`src/rtl/mips_pipe_pkg.sv`:
```
// Shared definitions for the 5-stage MIPS pipeline control blocks.
// Contents:
//   - opcode constants for the instructions the hazard logic has to know about
//   - bit positions of the opcode/rs/rt fields in a 32-bit instruction word
//   - REG_ZERO, the hard-wired zero register, which never carries a dependency
//   - pipe_state_t, the hazard controller's state (RUN / STALL / FREEZE)
//   - op_uses_rt(), which tells whether an instruction reads rt as a source
package mips_pipe_pkg;

  localparam logic [5:0] OP_RTYPE = 6'h00;
  localparam logic [5:0] OP_BEQ   = 6'h04;
  localparam logic [5:0] OP_BNE   = 6'h05;
  localparam logic [5:0] OP_SW    = 6'h2B;
  localparam logic [5:0] OP_LW    = 6'h23;
  localparam logic [5:0] OP_J     = 6'h02;
  localparam logic [5:0] OP_JAL   = 6'h03;

  localparam int OPC_MSB = 31;
  localparam int OPC_LSB = 26;
  localparam int RS_MSB  = 25;
  localparam int RS_LSB  = 21;
  localparam int RT_MSB  = 20;
  localparam int RT_LSB  = 16;

  localparam logic [4:0] REG_ZERO = 5'd0;

  typedef enum logic [1:0] {
    ST_RUN    = 2'd0,
    ST_STALL  = 2'd1,
    ST_FREEZE = 2'd2
  } pipe_state_t;

  // Only R-type, the two compare branches and stores read rt; for every other
  // format rt is a destination or an immediate-form field and must not stall.
  function automatic logic op_uses_rt(input logic [5:0] op);
    return (op == OP_RTYPE) || (op == OP_BEQ) || (op == OP_BNE) || (op == OP_SW);
  endfunction

endpackage

```
`src/rtl/hazard_stall_ctrl_sat_counter.sv`:
```
// Saturating up-counter used for the pipeline stall/flush statistics.
// Ports:
//   clk   - clock
//   clr   - synchronous clear, wins over inc
//   inc   - count one event at this edge
//   count - current value, holds at all-ones once reached
module sat_counter #(
  parameter int W = 16
) (
  input  logic         clk,
  input  logic         clr,
  input  logic         inc,
  output logic [W-1:0] count
);

  always_ff @(posedge clk) begin
    if (clr) begin
      count <= '0;
    end else if (inc && (count != {W{1'b1}})) begin
      count <= count + 1'b1;
    end
  end

endmodule

```
`src/rtl/hazard_stall_ctrl.sv`:
```
// Hazard detection and stall/flush controller for the 5-stage MIPS pipeline.
// Covers the hazards the EX forwarding network cannot: load-use, and operands
// of branches resolved in ID. Also freezes the pipe on data-memory wait and
// flushes IF/ID on taken branches and jumps.
//
// Handshake/control semantics: all pipeline controls are Mealy outputs of the
// current-cycle inputs (zero latency). dmem_busy has top priority and freezes
// every register; a hazard holds PC and IF/ID and sends a bubble into ID/EX
// while the older stages drain; a taken branch or jump loads a NOP into IF/ID.
//
// Ports:
//   clk, reset          - clock, synchronous active-high reset
//   id_instr            - instruction in ID (opcode/rs/rt decoded here)
//   id_branch           - ID holds beq/bne
//   id_branch_taken     - ID branch resolved taken (meaningful with id_branch)
//   id_jump             - ID holds j/jal/jr
//   ex_mem_read         - EX holds a load
//   ex_reg_write        - EX writes the register file
//   ex_write_reg        - EX destination register
//   mem_mem_read        - MEM holds a load
//   mem_write_reg       - MEM destination register
//   dmem_busy           - data memory wait request
//   pc_write_en         - PC update enable
//   ifid_write_en       - IF/ID enable
//   ifid_flush          - IF/ID loads a NOP
//   idex_bubble         - ID/EX loads zeros
//   exmem_write_en      - EX/MEM enable
//   memwb_write_en      - MEM/WB enable
//   stall_cycles        - saturating count of STALL cycles
//   flush_cycles        - saturating count of flush cycles
//   stall_timeout       - sticky: MAX_STALL consecutive non-RUN cycles seen
//   fsm_state           - debug view of the registered state
module hazard_stall_ctrl
  import mips_pipe_pkg::*;
#(
  parameter int CNT_W     = 16,
  parameter int MAX_STALL = 8
) (
  input  logic             clk,
  input  logic             reset,
  input  logic [31:0]      id_instr,
  input  logic             id_branch,
  input  logic             id_branch_taken,
  input  logic             id_jump,
  input  logic             ex_mem_read,
  input  logic             ex_reg_write,
  input  logic [4:0]       ex_write_reg,
  input  logic             mem_mem_read,
  input  logic [4:0]       mem_write_reg,
  input  logic             dmem_busy,
  output logic             pc_write_en,
  output logic             ifid_write_en,
  output logic             ifid_flush,
  output logic             idex_bubble,
  output logic             exmem_write_en,
  output logic             memwb_write_en,
  output logic [CNT_W-1:0] stall_cycles,
  output logic [CNT_W-1:0] flush_cycles,
  output logic             stall_timeout,
  output logic [1:0]       fsm_state
);

  localparam int              RL_W   = $clog2(MAX_STALL + 1);
  localparam logic [RL_W-1:0] RL_MAX = RL_W'(MAX_STALL);

  // ---------------------------------------------------------------------------
  // Decode
  // ---------------------------------------------------------------------------
  logic [5:0] opcode;
  logic [4:0] rs;
  logic [4:0] rt;
  logic       uses_rt;
  logic       unused_instr_bits;

  assign opcode  = id_instr[OPC_MSB:OPC_LSB];
  assign rs      = id_instr[RS_MSB:RS_LSB];
  assign rt      = id_instr[RT_MSB:RT_LSB];
  assign uses_rt = op_uses_rt(opcode);

  // rd/shamt/funct/immediate do not affect hazard detection.
  assign unused_instr_bits = ^id_instr[15:0];

  // ---------------------------------------------------------------------------
  // Hazard detection
  // ---------------------------------------------------------------------------
  logic load_use;
  logic br_ex;
  logic br_mem;
  logic hazard;
  logic flush_req;

  assign load_use = ex_mem_read && (ex_write_reg != REG_ZERO) &&
                    ((ex_write_reg == rs) || (uses_rt && (ex_write_reg == rt)));

  // A branch compares in ID, so any EX producer (ALU or load) is too late to
  // forward; a load still in MEM is too late as well, giving load->branch two
  // stall cycles in total.
  assign br_ex  = id_branch && ex_reg_write && (ex_write_reg != REG_ZERO) &&
                  ((ex_write_reg == rs) || (ex_write_reg == rt));
  assign br_mem = id_branch && mem_mem_read && (mem_write_reg != REG_ZERO) &&
                  ((mem_write_reg == rs) || (mem_write_reg == rt));

  assign hazard    = load_use || br_ex || br_mem;
  assign flush_req = (id_branch && id_branch_taken) || id_jump;

  // ---------------------------------------------------------------------------
  // FSM: state register / next-state / outputs
  // ---------------------------------------------------------------------------
  pipe_state_t state;
  pipe_state_t next_state;

  always_ff @(posedge clk) begin
    if (reset) begin
      state <= ST_RUN;
    end else begin
      state <= next_state;
    end
  end

  always_comb begin
    next_state = ST_RUN;
    if (dmem_busy) begin
      next_state = ST_FREEZE;
    end else if (hazard) begin
      next_state = ST_STALL;
    end
  end

  // Outputs follow the current cycle's selection (next_state), not the
  // registered state, so control reaches the pipeline with zero latency.
  always_comb begin
    pc_write_en    = 1'b1;
    ifid_write_en  = 1'b1;
    exmem_write_en = 1'b1;
    memwb_write_en = 1'b1;
    idex_bubble    = 1'b0;
    ifid_flush     = 1'b0;
    if (reset) begin
      pc_write_en    = 1'b0;
      ifid_write_en  = 1'b0;
      exmem_write_en = 1'b0;
      memwb_write_en = 1'b0;
      idex_bubble    = 1'b1;
    end else begin
      case (next_state)
        ST_FREEZE: begin
          pc_write_en    = 1'b0;
          ifid_write_en  = 1'b0;
          exmem_write_en = 1'b0;
          memwb_write_en = 1'b0;
        end
        ST_STALL: begin
          // Operands not ready: a taken branch must wait, so no flush here.
          pc_write_en   = 1'b0;
          ifid_write_en = 1'b0;
          idex_bubble   = 1'b1;
        end
        default: begin
          ifid_flush = flush_req;
        end
      endcase
    end
  end

  assign fsm_state = state;

  // ---------------------------------------------------------------------------
  // Statistics
  // ---------------------------------------------------------------------------
  logic stall_inc;
  logic flush_inc;

  assign stall_inc = (next_state == ST_STALL);
  assign flush_inc = (next_state == ST_RUN) && flush_req;

  sat_counter #(.W(CNT_W)) u_stall_cnt (
    .clk   (clk),
    .clr   (reset),
    .inc   (stall_inc),
    .count (stall_cycles)
  );

  sat_counter #(.W(CNT_W)) u_flush_cnt (
    .clk   (clk),
    .clr   (reset),
    .inc   (flush_inc),
    .count (flush_cycles)
  );

  // ---------------------------------------------------------------------------
  // Watchdog: run_len counts consecutive STALL/FREEZE cycles, holding at
  // MAX_STALL; the flag is set at the edge where the run reaches MAX_STALL.
  // ---------------------------------------------------------------------------
  logic [RL_W-1:0] run_len;
  logic [RL_W-1:0] run_len_nxt;

  always_comb begin
    run_len_nxt = '0;
    if (next_state != ST_RUN) begin
      run_len_nxt = (run_len == RL_MAX) ? run_len : run_len + 1'b1;
    end
  end

  always_ff @(posedge clk) begin
    if (reset) begin
      run_len       <= '0;
      stall_timeout <= 1'b0;
    end else begin
      run_len <= run_len_nxt;
      if (run_len_nxt == RL_MAX) begin
        stall_timeout <= 1'b1;
      end
    end
  end

endmodule

```
`config.mk`:
```
export PLATFORM = sky130hd
export DESIGN_NAME = hazard_stall_ctrl
export DESIGN_NICKNAME = d
export VERILOG_FILES = /design/src/rtl/mips_pipe_pkg.sv /design/src/rtl/hazard_stall_ctrl_sat_counter.sv /design/src/rtl/hazard_stall_ctrl.sv
export SDC_FILE = /design/constraint.sdc
export NUM_CORES = 1
export LEC_CHECK = 0
export ABC_AREA = 1
export CAP_MARGIN = 20
export CORE_MARGIN = 2
export CORE_UTILIZATION = 43
export CTS_BUF_LIST = sky130_fd_sc_hd__clkbuf_16
export CTS_CLUSTER_SIZE = 28
export DETAILED_ROUTE_END_ITERATION = 6
export PLACE_DENSITY = 0.77
export SYNTH_ARGS = -nofsm -noshare
export SYNTH_HDL_FRONTEND = slang
export SYNTH_HIERARCHICAL = 1
export SYNTH_SLANG_ARGS = --single-unit
```
`constraint.sdc`:
```
create_clock -name clk -period 5.1 [get_ports clk]
set_input_delay 0.51 -clock clk [delete_from_list [all_inputs] [get_ports clk]]
set_output_delay 0.51 -clock clk [all_outputs]
set_load 0.01 [all_outputs]
```
Yosys cells after proc, flatten, opt, wreduce, memory -nomap -nowiden
Cells that the tools add are included.
Storage, ports and cells
  register bits after elaboration: 39
  bits of input ports: 51
  output and inout port bits: 41
  word-level logic and storage cells: 61
Operators by class
  $add $sub $neg: 3
  equal/unequal tests: 13
  muxes and demuxes: 12
  reductions and logical operators: 28
Operators with widths (number)
  16-bit by 1-bit adder with 16-bit output (second input constant): 2
  16-bit != test (second input constant): 2
  5-bit == test: 4
  1-bit logical AND: 13
  6-bit by 3-bit == test with 1-bit output (second input constant): 2
  5-bit nonzero test: 2
  1-bit logical OR: 9
  1-bit two-way mux: 9
  4-bit == test (second input constant): 2
  4-bit two-way mux: 2
  6-bit == test (second input constant): 1
  6-bit logical NOT: 1
  4-bit by 1-bit adder with 4-bit output (second input constant): 1
  2-bit by 1-bit == test with 1-bit output (second input constant): 1
  2-bit == test (second input constant): 1
  2-bit logical NOT: 1
  2-bit two-way mux: 1
  2-bit nonzero test: 1
  2-bit OR reduction: 1

Depth between registers and ports, before layout
Gate-level depths: netlist of the first run.
  word-level depth: 15
  gate-level depth with buffers: 20
  gate-level depth less buffers: 19

Hierarchy
Netlist of the first run, hierarchy kept.
By module, submodules not included
  sat_counter: times used 2, cells each 149, area an instance 929.6 um^2, seq. area each 320.3 um^2
  hazard_stall_ctrl: times used 1, cells each 128, area an instance 753.2 um^2, seq. area each 140.1 um^2

Worst setup path after synthesis of the first run
OpenSTA, ideal clock, no wires.
  path kind: input port to flip-flop
  start: input port ex_write_reg[4]
  end: register u_stall_cnt.count[13]
  setup time: 0.115 ns
  arrival time: 1.966 ns
  path slack: 3.019 ns
  stages: 15
  buffers on the path: 1
  cell sequence: or2_1 > a21oi_1 > nand3_1 > nand2_1 > nand2_2 > nand2_1 > nand2_1 > inv_1 > buf_2 > nand3_1 > or2_0 > nor2_1 > nand3_1 > nand2_1 > nor2_1
Between the ends
  cells in the longest elaborated chain, start to end: 10
RTL lines
  start: declaration: RTL line hazard_stall_ctrl.sv:47  | input logic [4:0] ex_write_reg,
  5-bit == test: RTL line hazard_stall_ctrl.sv:93, hazard_stall_ctrl.sv:99
  1-bit logical AND: RTL line hazard_stall_ctrl.sv:93  | ((ex_write_reg == rs) || (uses_rt && (ex_write_reg == rt)));
  1-bit logical OR: RTL line hazard_stall_ctrl.sv:93
  1-bit logical AND: RTL line hazard_stall_ctrl.sv:92  | assign load_use = ex_mem_read && (ex_write_reg != REG_ZERO) &&
  1-bit logical OR * (2 in a row): RTL line hazard_stall_ctrl.sv:103  | assign hazard = load_use || br_ex || br_mem;
  1-bit two-way mux *: RTL line hazard_stall_ctrl.sv:124  | end else if (hazard) begin
  2-bit two-way mux *: RTL line hazard_stall_ctrl.sv:122  | if (dmem_busy) begin
  2-bit by 1-bit == test with 1-bit output *: RTL line hazard_stall_ctrl.sv:173  | assign stall_inc = (next_state == ST_STALL);
  via stall_inc: RTL line hazard_stall_ctrl.sv:170  | logic stall_inc;
  1-bit logical AND *: RTL line hazard_stall_ctrl_sat_counter.sv:19  | end else if (inc && (count != {W{1'b1}})) begin
  end signal: assignment: RTL line hazard_stall_ctrl_sat_counter.sv:20  | count <= count + 1'b1;
  end: declaration: RTL line hazard_stall_ctrl_sat_counter.sv:13  | output logic [W-1:0] count
The timed path passes the listed nets; every way through them passes the cells marked *.
A chain may end at the register's enable or synchronous reset.

Worst setup path after layout of the first run
  start: input port id_instr[18]
  end: output port idex_bubble
Between the ends
  cells in the longest elaborated chain, start to end: 11
RTL lines
  start: declaration: RTL line hazard_stall_ctrl.sv:41  | input logic [31:0] id_instr,
  5-bit == test: RTL line hazard_stall_ctrl.sv:93, hazard_stall_ctrl.sv:99
  1-bit logical AND: RTL line hazard_stall_ctrl.sv:93
  1-bit logical OR: RTL line hazard_stall_ctrl.sv:93
  1-bit logical AND: RTL line hazard_stall_ctrl.sv:92
  1-bit logical OR: RTL line hazard_stall_ctrl.sv:103
  1-bit logical OR *: RTL line hazard_stall_ctrl.sv:103
  1-bit two-way mux *: RTL line hazard_stall_ctrl.sv:124
  2-bit two-way mux *: RTL line hazard_stall_ctrl.sv:122
  2-bit by 1-bit == test with 1-bit output *: RTL line hazard_stall_ctrl.sv:145  | case (next_state)
  1-bit two-way mux *: RTL line hazard_stall_ctrl.sv:145
  1-bit two-way mux *: RTL line hazard_stall_ctrl.sv:138  | if (reset) begin
  end: declaration: RTL line hazard_stall_ctrl.sv:54  | output logic idex_bubble,
Every way passes the cells marked *; elsewhere a longest branch is shown, timed or not.

==> results by group, run 1 <==
Power and ir drop
  • PwrDens: 197.2 nW/um^2
  • Pleak: 1.507 nW
  • Internal power: 536.1 uW
  • Sw frac: 23.43%
  • VDD IR max: 0.1371 mV
  • Seq pwr share: 44.5%
  • Comb power frac: 14.1%
  • Net Sw Power: 164.0 uW
  • Clk pwr share: 41.3%

Clock network
  • Hold buffers post-CTS: 0
  • CTS resizes: 0
  • Longest Clk Path Bufs: 2
  • CTS tree: yes
  • Clk pin slew, worst setup/hold paths: 0.05 ns
  • Clk_lat worst skew: 0.28 ns
  • Clk root buf: clkbuf_16
  • CTS HTree Levels: 2
  • Setup Buffers After CTS: 0
  • Clock Sinks: 39
  • Total CTS buffers: 5

Die
  • Row count: 28
  • Chip Width: 81.95 um
  • Core area: 5886 um^2
  • Die extent in y: 81.95 um
  • I/O pin cnt: 92
  • Die area: 6715 um^2
  • Starting Density: 44.39%

Cells and area
  • Layout cell share with drive strength beyond 1: 8.167%
  • Filler cell count: 596
  • Final nets: 557
  • Post-route cell area: 3551 um^2
  • Area grow syn2layout: 35.92%
  • Fin cells: 577
  • Antenna diode count: 0

Critical path
  • Worst EP arrival: 2.45 ns
  • Worst Setup Start Kind: input port
  • CP endpoint kind: output port
  • Critical path peak fanout: 3
  • Reg2Reg Depth: 6
  • Crit path kind: input port to output port
  • RR Endpoint: u_stall_cnt/count[15]
  • Reg2reg start: u_stall_cnt/count[0]
  • WP data required: 4.59 ns
  • Reg-to-reg setup timing slack: 3.57 ns

Drt
  • # DRC: 0
  • Final WL: 6223 um
  • DR pass1 iterations: 5
  • Vias: 2731
  • Mean routed wirelength per cell: 10.79 um
  • Post-DRT Antenna Nets: 0
  • Vias/cell: 4.733
  • Initial drt markers: 110

Hold path
  • Min-Delay Path Depth: 2
  • Hold Path Class: flip-flop to flip-flop
  • Hold Path Origin: stall_timeout
  • Hold Path End: stall_timeout

Synthesis
  • Post-Syn Area: 2613 um^2
  • Syn_nets: 481
  • Post-synth ARST share: 0%
  • Sequential cell area fraction in the yosys report: 29.89%
  • Gate Count Post-Synth: 426
  • Share of the synthesized area in the top cell type: 29.89%
  • Yosys warnings: 6
  • Leading register cell type out of synthesis: dfxtp_1
  • Seq cells post-synth: 39
  • Top cells by area, synth: dfxtp_1, nand2_1, nor2_1
  • Yosys cell types: 23
  • EDFF count, synth: 0
  • Syn avg cell area: 6.133 um^2
  • Yosys top cell by area: dfxtp_1

Timing
  • Final setup viols: 0
  • Fin Setup TNS: 0 ns
  • Setup Skew: 0.004794 ns
  • Clock period minus worst slack: 2.962 ns
  • Final hold slack: 0.4490 ns
  • RSZ-0062 raised after global routing: false
  • Fmax: 337.6 MHz
  • Period utilization: 58.07%
  • Final Max Tran Viols: 0
  • Rel. slew slack: 64.77%
  • Final Hold Viols: 0
  • Final Worst Setup Slack: 2.138 ns
  • Slew at the pin closest to its max-slew limit: 0.5266 ns

Status
  • Status: complete, no violations

Place
  • Routability Congestion: 0.8453
  • Port Buf Inserts: 75
  • Cell Area, Placed: 3417 um^2
  • Placed insts: 570
  • HPWL after detailed placement: 4901 um
  • Dpl ws: 2.119 ns

Global route
  • GRT Residual Overflow: 0
  • Global Route Usage Sum: 20.47%
  • Largest net degree at the start of global routing: 17
  • Vias in the first global route: 2569
  • Initial antenna violation count: 0
  • First-pass GRT wire length: 11020 um

Run
  • Total of max-cap violations: 0
registers in the layout, indices dropped and copies added (netlist names):
register	cells
u_stall_cnt/count	16
run_len	4
u_flush_cnt/count	16
stall_timeout	1
fsm_state	2
cell type report:
type	instances	area, um^2	area share [%]
multi-input cells	337	1627	45.81
clock buffers	5	125.1	3.524
repair buffers	75	750.7	21.14
inverters	44	165.2	4.651
clock inverters	2	8.758	0.2467
flip-flops and latches	39	780.7	21.99
well taps	75	93.84	2.643
stage by stage:
stage / total power, mW / utilization (%)
2_1_floorplan: 0.3677 / -
3_3_place_gp: 0.4148 / 58.06
3_5_place_dp: 0.4179 / 58.06
4_1_cts: 0.7070 / 60.33
5_1_grt: 0.7377 / 60.33
6_report: 0.7001 / 60.33
critical path: stages:
cell and delay, ns:
clkdlybuf4s50_1 0.55, inv_1 0.07, nand2_2 0.05, nand2_1 0.04
nor2_1 0.10, nand2_1 0.05, nor2_1 0.13, nand2_1 0.07
nand2_1 0.07, nand2_2 0.07, nand2_1 0.06, nand2_1 0.08
nand2_1 0.06, clkdlybuf4s50_1 0.54
cell families (layout without fill, tap and decap cells):
group                      count (synthesis)  count (layout)  share of synthesized area (%)
buffers and inverters                     50             126                          7.854
AOI/OAI and AO/OA                         18              18                          3.448
xor gates and xnor gates                  17              17                          5.699
DFF                                       39              39                          29.89
adders and majority gates                  4               4                          1.916
and+or+nand+nor                          298             298                          51.20
power groups by stage:
stage | Clock [mW] | Combinational, mW | Sequential, mW
2_1_floorplan | 0 | 0.0487 | 0.319
3_3_place_gp | 0 | 0.0965 | 0.318
3_5_place_dp | 0 | 0.0996 | 0.318
4_1_cts | 0.295 | 0.100 | 0.312
5_1_grt | 0.315 | 0.111 | 0.312
6_report | 0.289 | 0.0990 | 0.312
metal layers:
layer	vias to the layer above	track usage, %	wire length (um)
met1	1201	24.68	2821
met2	48	37.48	3176
met4	0	5.500	49
met3	5	3.077	175
li1	1477	-	-
met5	-	0	0
worst max path at each step:
stage	startpoint	endpoint	slack, ns	cells past startpoint
floorplan	ex_write_reg[4]	u_stall_cnt/count[13]	3.02	15
global placement	id_instr[18]	idex_bubble	2.16	14
CTS	id_instr[18]	idex_bubble	2.13	14
global route	id_instr[18]	idex_bubble	2.00	14
detailed placement	mem_write_reg[3]	u_flush_cnt/count[13]	2.12	14
finish	id_instr[18]	idex_bubble	2.14	14
placed cells by master, fill, tap and decap left out:
cell               n
inv_2              1
nor2_1            91
clkbuf_16          5
nor2_8             2
or2_1              2
clkinv_2           1
nor2_2            20
nand2_2            7
nand3_4            1
clkinv_1           1
inv_1             43
o21ai_0            1
clkdlybuf4s50_1   75
nand2_1          126
ha_1               4
nand4_1            9
dfxtp_1           39
nand3_1           30
xnor2_1            4
a21oi_1           17
or2_0              2
xor2_1            13
nor2_4             4
nor3_1             4
cells in the mapped netlist (4+ instances only):
master   instances
a21oi_1         17
dfxtp_1         39
ha_1             4
inv_1           43
nand2_1        126
nand2_2          7
nand3_1         30
nand4_1          9
nor2_1          91
nor2_2          20
nor2_4           4
nor3_1           4
xnor2_1          4
xor2_1          13
No activity file was read; power rests on OpenSTA's default activity.
==> run 2, diff against run 1 <==
Clock period 5.1 ns to 3.1 ns, I/O delays scaled along.
==> run 2 against run 1 <==
  * Via count rose by 1.0%
  * Cell count unchanged
  * Global-route usage decreased by 1.1 points
  * Sequential power increased by 64%
  * Clock power rose by 58%
  * Sequential share of layout area hardly changed
  * Final area about the same
  * Sequential cell count unchanged
  * Die area unchanged
  * Worst setup slack worse by 1.6 ns
  * Highest routed layer unchanged
==> results by group, run 2 (synthesis results as in run 1) <==
Status
  • Status: complete, no violations

Cells and area
  • Antenna diode count: 0 (unchanged)
  • Filler cell count: 578 (-3.0%)
  • Final nets: 558 (+0.18%)
  • Layout cell share with drive strength beyond 1: 8.167% (unchanged)
  • Commonest non-fill, non-tap cell in the layout: nand2_1
  • Area grow syn2layout: 36.02% (about the same)
  • Commonest cells after routing, fill and taps aside: nand2_1, nor2_1, clkdlybuf4s50_1
  • Biggest regs: u_flush_cnt/count x16, u_stall_cnt/count x16, run_len x4
  • Post-route cell area: 3553 um^2 (about the same)
  • Storage cell area: 780.7 um^2 (unchanged)
  • Area of the multi-input gates: 1627 um^2 (unchanged)

Timing
  • Fin Setup TNS: 0 ns (unchanged)
  • Slew at the pin closest to its max-slew limit: 0.4990 ns (-0.02760 ns)
  • Fmax: 388.0 MHz
  • Final setup viols: 0 (unchanged)
  • Clock period minus worst slack: 2.577 ns
  • Final Hold Viols: 0 (unchanged)
  • Rel. slew slack: 66.70% (+1.9 points)
  • RSZ-0062 raised after global routing: false
  • Period utilization: 83.14%
  • Final Max Tran Viols: 0 (unchanged)
  • Setup Skew: 0.002829 ns (-0.001965 ns)

Die
  • Starting Density: 44.39% (unchanged)
  • Chip Width: 81.95 um (unchanged)
  • Core area: 5886 um^2 (unchanged)
  • Row count: 28 (unchanged)
  • Die area: 6715 um^2 (unchanged)
  • I/O pin cnt: 92 (unchanged)
  • Die extent in y: 81.95 um (unchanged)

Critical path
  • Max stage delay on crit path: 0.55 ns (about the same)
  • Worst EP arrival: 2.27 ns (-0.18 ns)
  • Critical path peak fanout: 4 (+1)
  • Worst Setup Start Kind: input port
  • Crit path kind: input port to output port
  • WP data required: 2.79 ns (-1.80 ns)
  • Crit path cell chain: clkdlybuf4s50_1, inv_2, nand2_1, nand2_1, nor2_1, nand2_1, nor2_1, nand2_1, nand2_1, nand2_2, nand2_1, nand2_1, nand2_1, clkdlybuf4s50_1
  • Largest delay contributor family on the critical path: buffers and inverters
  • CP bufs+invs: 3 (unchanged)
  • CP endpoint kind: output port
  • Worst path slowest cell: clkdlybuf4s50_1
  • Cell mode on critical path: nand2_1

Clock network
  • Longest Clk Path Bufs: 2 (unchanged)
  • CTS tree: yes
  • Clk pin slew, worst setup/hold paths: 0.05 ns (about the same)
  • CTS resizes: 0 (unchanged)
  • Setup Buffers After CTS: 0 (unchanged)
  • CTS HTree Levels: 2 (unchanged)
  • Clk root buf: clkbuf_16
  • Hold buffers post-CTS: 0 (unchanged)
  • Clock Sinks: 39 (unchanged)
  • Total CTS buffers: 5 (unchanged)
  • Clk_lat worst skew: 0.27 ns (about the same)

Power and ir drop
  • PwrDens: 318.7 nW/um^2 (+62%)
  • Comb power frac: 14.4% (+0.3 points)
  • Pleak: 1.511 nW (+0.33%)
  • Clk pwr share: 40.3% (-1.0 points)
  • Sw frac: 22.34% (-1.1 points)
  • VDD IR max: 0.2224 mV (+62%)
  • Seq pwr share: 45.3% (+0.8 points)
  • Net Sw Power: 253.0 uW (+54%)
  • Internal power: 879.6 uW (+64%)

Run
  • Total of max-cap violations: 0 (unchanged)

Place
  • Cell Area, Placed: 3425 um^2 (+0.22%)
  • HPWL after detailed placement: 4763 um (-2.8%)
  • Routability Congestion: 0.8437 (-0.19%)
  • Port Buf Inserts: 75 (unchanged)

Global route
  • Initial antenna violation count: 0 (unchanged)
  • Global Route Usage Sum: 19.42% (-1.1 points)
  • First-pass GRT wire length: 10380 um (-5.8%)
  • GRT Residual Overflow: 0 (unchanged)
  • Largest net degree at the start of global routing: 17 (unchanged)
  • Vias in the first global route: 2516 (-2.1%)

Drt
  • Mean routed wirelength per cell: 10.58 um (-1.9%)
  • Post-DRT Antenna Nets: 0 (unchanged)
  • # DRC: 0 (unchanged)
  • Final WL: 6102 um (-1.9%)
  • DR pass1 iterations: 4 (-1)
  • Vias: 2759 (+1.0%)
  • Initial drt markers: 94 (-15%)
  • Vias/cell: 4.782 (+1.0%)

Hold path
  • Hold Path Class: flip-flop to flip-flop
[run 2: cell types whose count changed in the layout (fill, tap and decap cells not counted), sizes merged]
cell    change
inv         +1
clkinv      -2
buf         +1
[run 2: worst reg2reg max path: cells and delay by family, from the launching register on]
kind          cells  cell delay [ns]
simple gates      5             0.81
flops             1             0.40
fa+ha+maj         1             0.20
buf+inv           1             0.06
[run 2: worst paths after layout]
path | start | endpoint | cells past startpoint | slack, ns
setup / recovery | ex_write_reg[3] | idex_bubble | 14 | 0.52
hold reg to reg | stall_timeout | stall_timeout | 2 | 0.45
setup reg to reg | u_stall_cnt/count[0] | u_stall_cnt/count[14] | 7 | 1.58
hold / removal | stall_timeout | stall_timeout | 2 | 0.45
[run 2: through the flow]
stage | total power [mW] | hold WS (ns) | utilization (%) | worst slack (ns) | std cells
2_1_floorplan | 0.6049 | 0.3819 | - | 1.219 | 426
3_3_place_gp | 0.6840 | 0.4403 | 58.18 | 0.4863 | 571
3_5_place_dp | 0.6873 | 0.4392 | 58.18 | 0.4386 | 571
4_1_cts | 1.157 | 0.4521 | 60.37 | 0.5312 | 577
5_1_grt | 1.191 | 0.4845 | 60.37 | 0.4141 | 577
6_report | 1.133 | 0.4512 | 60.37 | 0.5226 | 577
[run 2: final cells by class]
cell class | count | area share, %
multi-input cells | 337 | 45.77
flip-flops and latches | 39 | 21.97
repair buffers | 76 | 21.34
inverters | 44 | 4.648
clock buffers | 5 | 3.521
well taps | 75 | 2.641
clock inverters | 1 | 0.1056
[run 2: layer usage]
layer,vias to the layer above,GRT usage (%),routed length [um],share of wire (%)
li1,1472,-,-,-
met1,1228,22.85,2734,45
met2,53,35.12,3057,50
met3,6,3.516,235,3.9
met4,0,6.667,74,1.2
met5,-,0,0,0
[run 2: power groups by stage]
stage                     clock (mW)  combinational (mW)  sequential [mW]
after floorplan                    0              0.0801            0.525
after global placement             0               0.160            0.524
after detailed placement           0               0.164            0.524
after CTS                      0.480               0.164            0.513
after global routing           0.495               0.183            0.514
final                          0.456               0.163            0.513
==> run 3, diff against run 2 <==
Settings changed: CORE_UTILIZATION 43 to 41.
Clock period 3.1 ns to 2.15 ns, I/O delays scaled along.
==> run 3 against run 2 <==
  * Clock skew up 0.0030 ns
  * Combinational power up 54%
  * Wire length up 6.1%
  * Sequential power up 44%
  * Worst setup slack worse by 0.39 ns
  * Sequential share of layout area down 1.2 points
  * Cell count up 2.9%
  * Total power up 61%
  * Sequential cell count unchanged
  * Largest power group is now clock
  * Highest routed layer unchanged
==> results by group, run 3 (synthesis results as in run 1) <==
Global route
  • Met3 Use GR: 3.462% (-0.055 points)
  • Busiest grt layer: met2
  • Largest net degree at the start of global routing: 17 (unchanged)
  • Initial antenna violation count: 0 (unchanged)
  • Vias in the first global route: 2662 (+5.8%)
  • First-pass GRT wire length: 10980 um (+5.8%)
  • Met2 usage: 34.91% (-0.21 points)
  • GRT Residual Overflow: 0 (unchanged)
  • Met1 Usage GRT: 20.60% (-2.2 points)
  • Global Route Usage Sum: 18.43% (-0.99 points)

Die
  • Die area: 7027 um^2 (+4.6%)
  • Core area: 6241 um^2 (+6.0%)
  • I/O pin cnt: 92 (unchanged)
  • Row count: 29 (+3.6%)
  • Die extent in y: 83.83 um (+2.3%)
  • Starting Density: 41.86% (-2.5 points)
  • Chip Width: 83.83 um (+2.3%)

Timing
  • Setup Skew: 0.005829 ns (+0.003001 ns)
  • Final Hold Viols: 0 (unchanged)
  • RSZ-0062 raised after global routing: true
  • Final Worst Setup Slack: 0.1361 ns (-0.3865 ns)
  • Period utilization: 93.67%
  • Clock period minus worst slack: 2.014 ns
  • Final hold slack: 0.4662 ns (+0.01497 ns)
  • Slew at the pin closest to its max-slew limit: 0.5194 ns (+0.02041 ns)
  • Final Max Tran Viols: 0 (unchanged)
  • Fmax: 496.5 MHz
  • Rel. slew slack: 65.34% (-1.4 points)
  • Fin Setup TNS: 0 ns (unchanged)
  • Final setup viols: 0 (unchanged)

Power and ir drop
  • Seq pwr share: 40.6% (-4.7 points)
  • PwrDens: 484.9 nW/um^2 (+52%)
  • Clk pwr share: 45.6% (+5.3 points)
  • Internal power: 1.404 mW (+60%)
  • Pleak: 1.747 nW (+16%)
  • Comb power frac: 13.8% (-0.6 points)
  • Total Power: 1.820 mW (+61%)
  • Sw frac: 22.81% (+0.47 points)
  • Net Sw Power: 415.0 uW (+64%)
  • VDD IR max: 0.4769 mV (+110%)

Cells and area
  • Post-route cell area: 3752 um^2 (+5.6%)
  • Fin cells: 594 (+2.9%)
  • Final core utilization: 60.12% (-0.25 points)
  • Layout cell share with drive strength beyond 1: 12.57% (+4.4 points)
  • Area grow syn2layout: 43.63%
  • Antenna diode count: 0 (unchanged)
  • Commonest cells after routing, fill and taps aside: nand2_1, nor2_1, clkdlybuf4s50_1
  • Final nets: 571 (+2.3%)
  • Commonest non-fill, non-tap cell in the layout: nand2_1
  • Biggest regs: u_flush_cnt/count x16, u_stall_cnt/count x16, run_len x4
  • Filler cell count: 593 (+2.6%)

Clock network
  • Clk root buf: clkbuf_16
  • CTS tree: yes
  • Clock Sinks: 39 (unchanged)
  • Clk pin slew, worst setup/hold paths: 0.06 ns (about the same)
  • Hold buffers post-CTS: 0 (unchanged)
  • Clk_lat worst skew: 0.28 ns (about the same)
  • Total CTS buffers: 5 (unchanged)
  • CTS HTree Levels: 2 (unchanged)
  • Longest Clk Path Bufs: 2 (unchanged)

Drt
  • DR pass1 iterations: 4 (unchanged)
  • Final WL: 6474 um (+6.1%)
  • Post-DRT Antenna Nets: 0 (unchanged)
  • Vias/cell: 4.837 (+1.2%)
  • # DRC: 0 (unchanged)
  • Initial drt markers: 102 (+8.5%)
  • Mean routed wirelength per cell: 10.90 um (+3.1%)
  • Vias: 2873 (+4.1%)

Critical path
  • CP endpoint kind: flip-flop
  • Crit path kind: input port to flip-flop
  • Worst Setup Start Kind: input port
  • WP data required: 2.33 ns (-0.46 ns)
  • Critical path peak fanout: 4 (unchanged)
  • Worst EP arrival: 2.19 ns (-0.08 ns)

Status
  • Status: complete, no violations

Place
  • Routability Congestion: 0.8437 (unchanged)
  • HPWL after detailed placement: 5052 um (+6.1%)
  • Cell Area, Placed: 3525 um^2 (+2.9%)
  • Port Buf Inserts: 75 (unchanged)
  • Placed insts: 586 (+2.6%)
  • Dpl ws: -0.2834 ns (-0.7220 ns)

Run
  • Total of max-cap violations: 0 (unchanged)

Hold path
  • Hold Path Class: flip-flop to flip-flop
==> run 3: cell count changes in the layout (fill, tap and decap cells not counted), sizes merged <==
cell           before  now
clkdlybuf4s50      75   55
buf                 1   14
clkinv              0    2
dlygate4sd2         0    4
inv                45   44
dlymetal6s2s        0   16
bufinv              0    1
==> run 3: path summary, 6_finish.rpt <==
check / start / end / slack, ns / depth (start not counted)
hold reg to reg: stall_timeout / stall_timeout / 0.47 / 2
setup reg to reg: u_flush_cnt/count[0] / u_flush_cnt/count[3] / 0.59 / 9
setup / recovery: mem_write_reg[0] / u_flush_cnt/count[13] / 0.14 / 15
hold / removal: stall_timeout / stall_timeout / 0.47 / 2
==> run 3: worst max-delay path, stage by stage <==
cell,delay (ns)
clkdlybuf4s50_1,0.52
xor2_1,0.15
nor2_1,0.06
nand3_1,0.07
nand2_1,0.07
nand2_2,0.09
nand3_4,0.10
nor2_2,0.10
buf_4,0.13
nand3_1,0.09
or2_0,0.21
nor2_1,0.15
nand3_1,0.09
nand2_1,0.08
nor2_1,0.04
==> run 3: cell type report <==
type                       instances  area, um^2  share of cell area, %
multi-input combinational        337        1655                  44.11
timing repair buffer              89       890.9                  23.74
sequential                        39       780.7                  20.81
inverter                          44       165.2                  4.401
clock buffer                       5       125.1                  3.334
tap                               77       96.34                  2.568
clock inverter                     3       38.79                  1.034
==> run 3: power by group through the flow <==
stage / Clock [mW] / Sequential, mW / Combinational (mW)
floorplan: 0 / 0.757 / 0.115
global placement: 0 / 0.755 / 0.247
detailed placement: 0 / 0.755 / 0.253
CTS: 0.841 / 0.739 / 0.251
global route: 0.875 / 0.740 / 0.278
finish: 0.829 / 0.739 / 0.251
==> run 3: timing repair <==
item,in CTS,in global routing
resized for setup,4,25
pin swaps,0,4
hold endpoints to repair,0,0
buffers inserted,0,0
setup endpoints to repair,4,27
==> run 3: metal layers <==
layer	vias to the layer above	part of all wire [%]
li1	1492	-
met1	1313	44
met2	59	51
met3	9	3.8
met4	0	1.5
met5	-	0
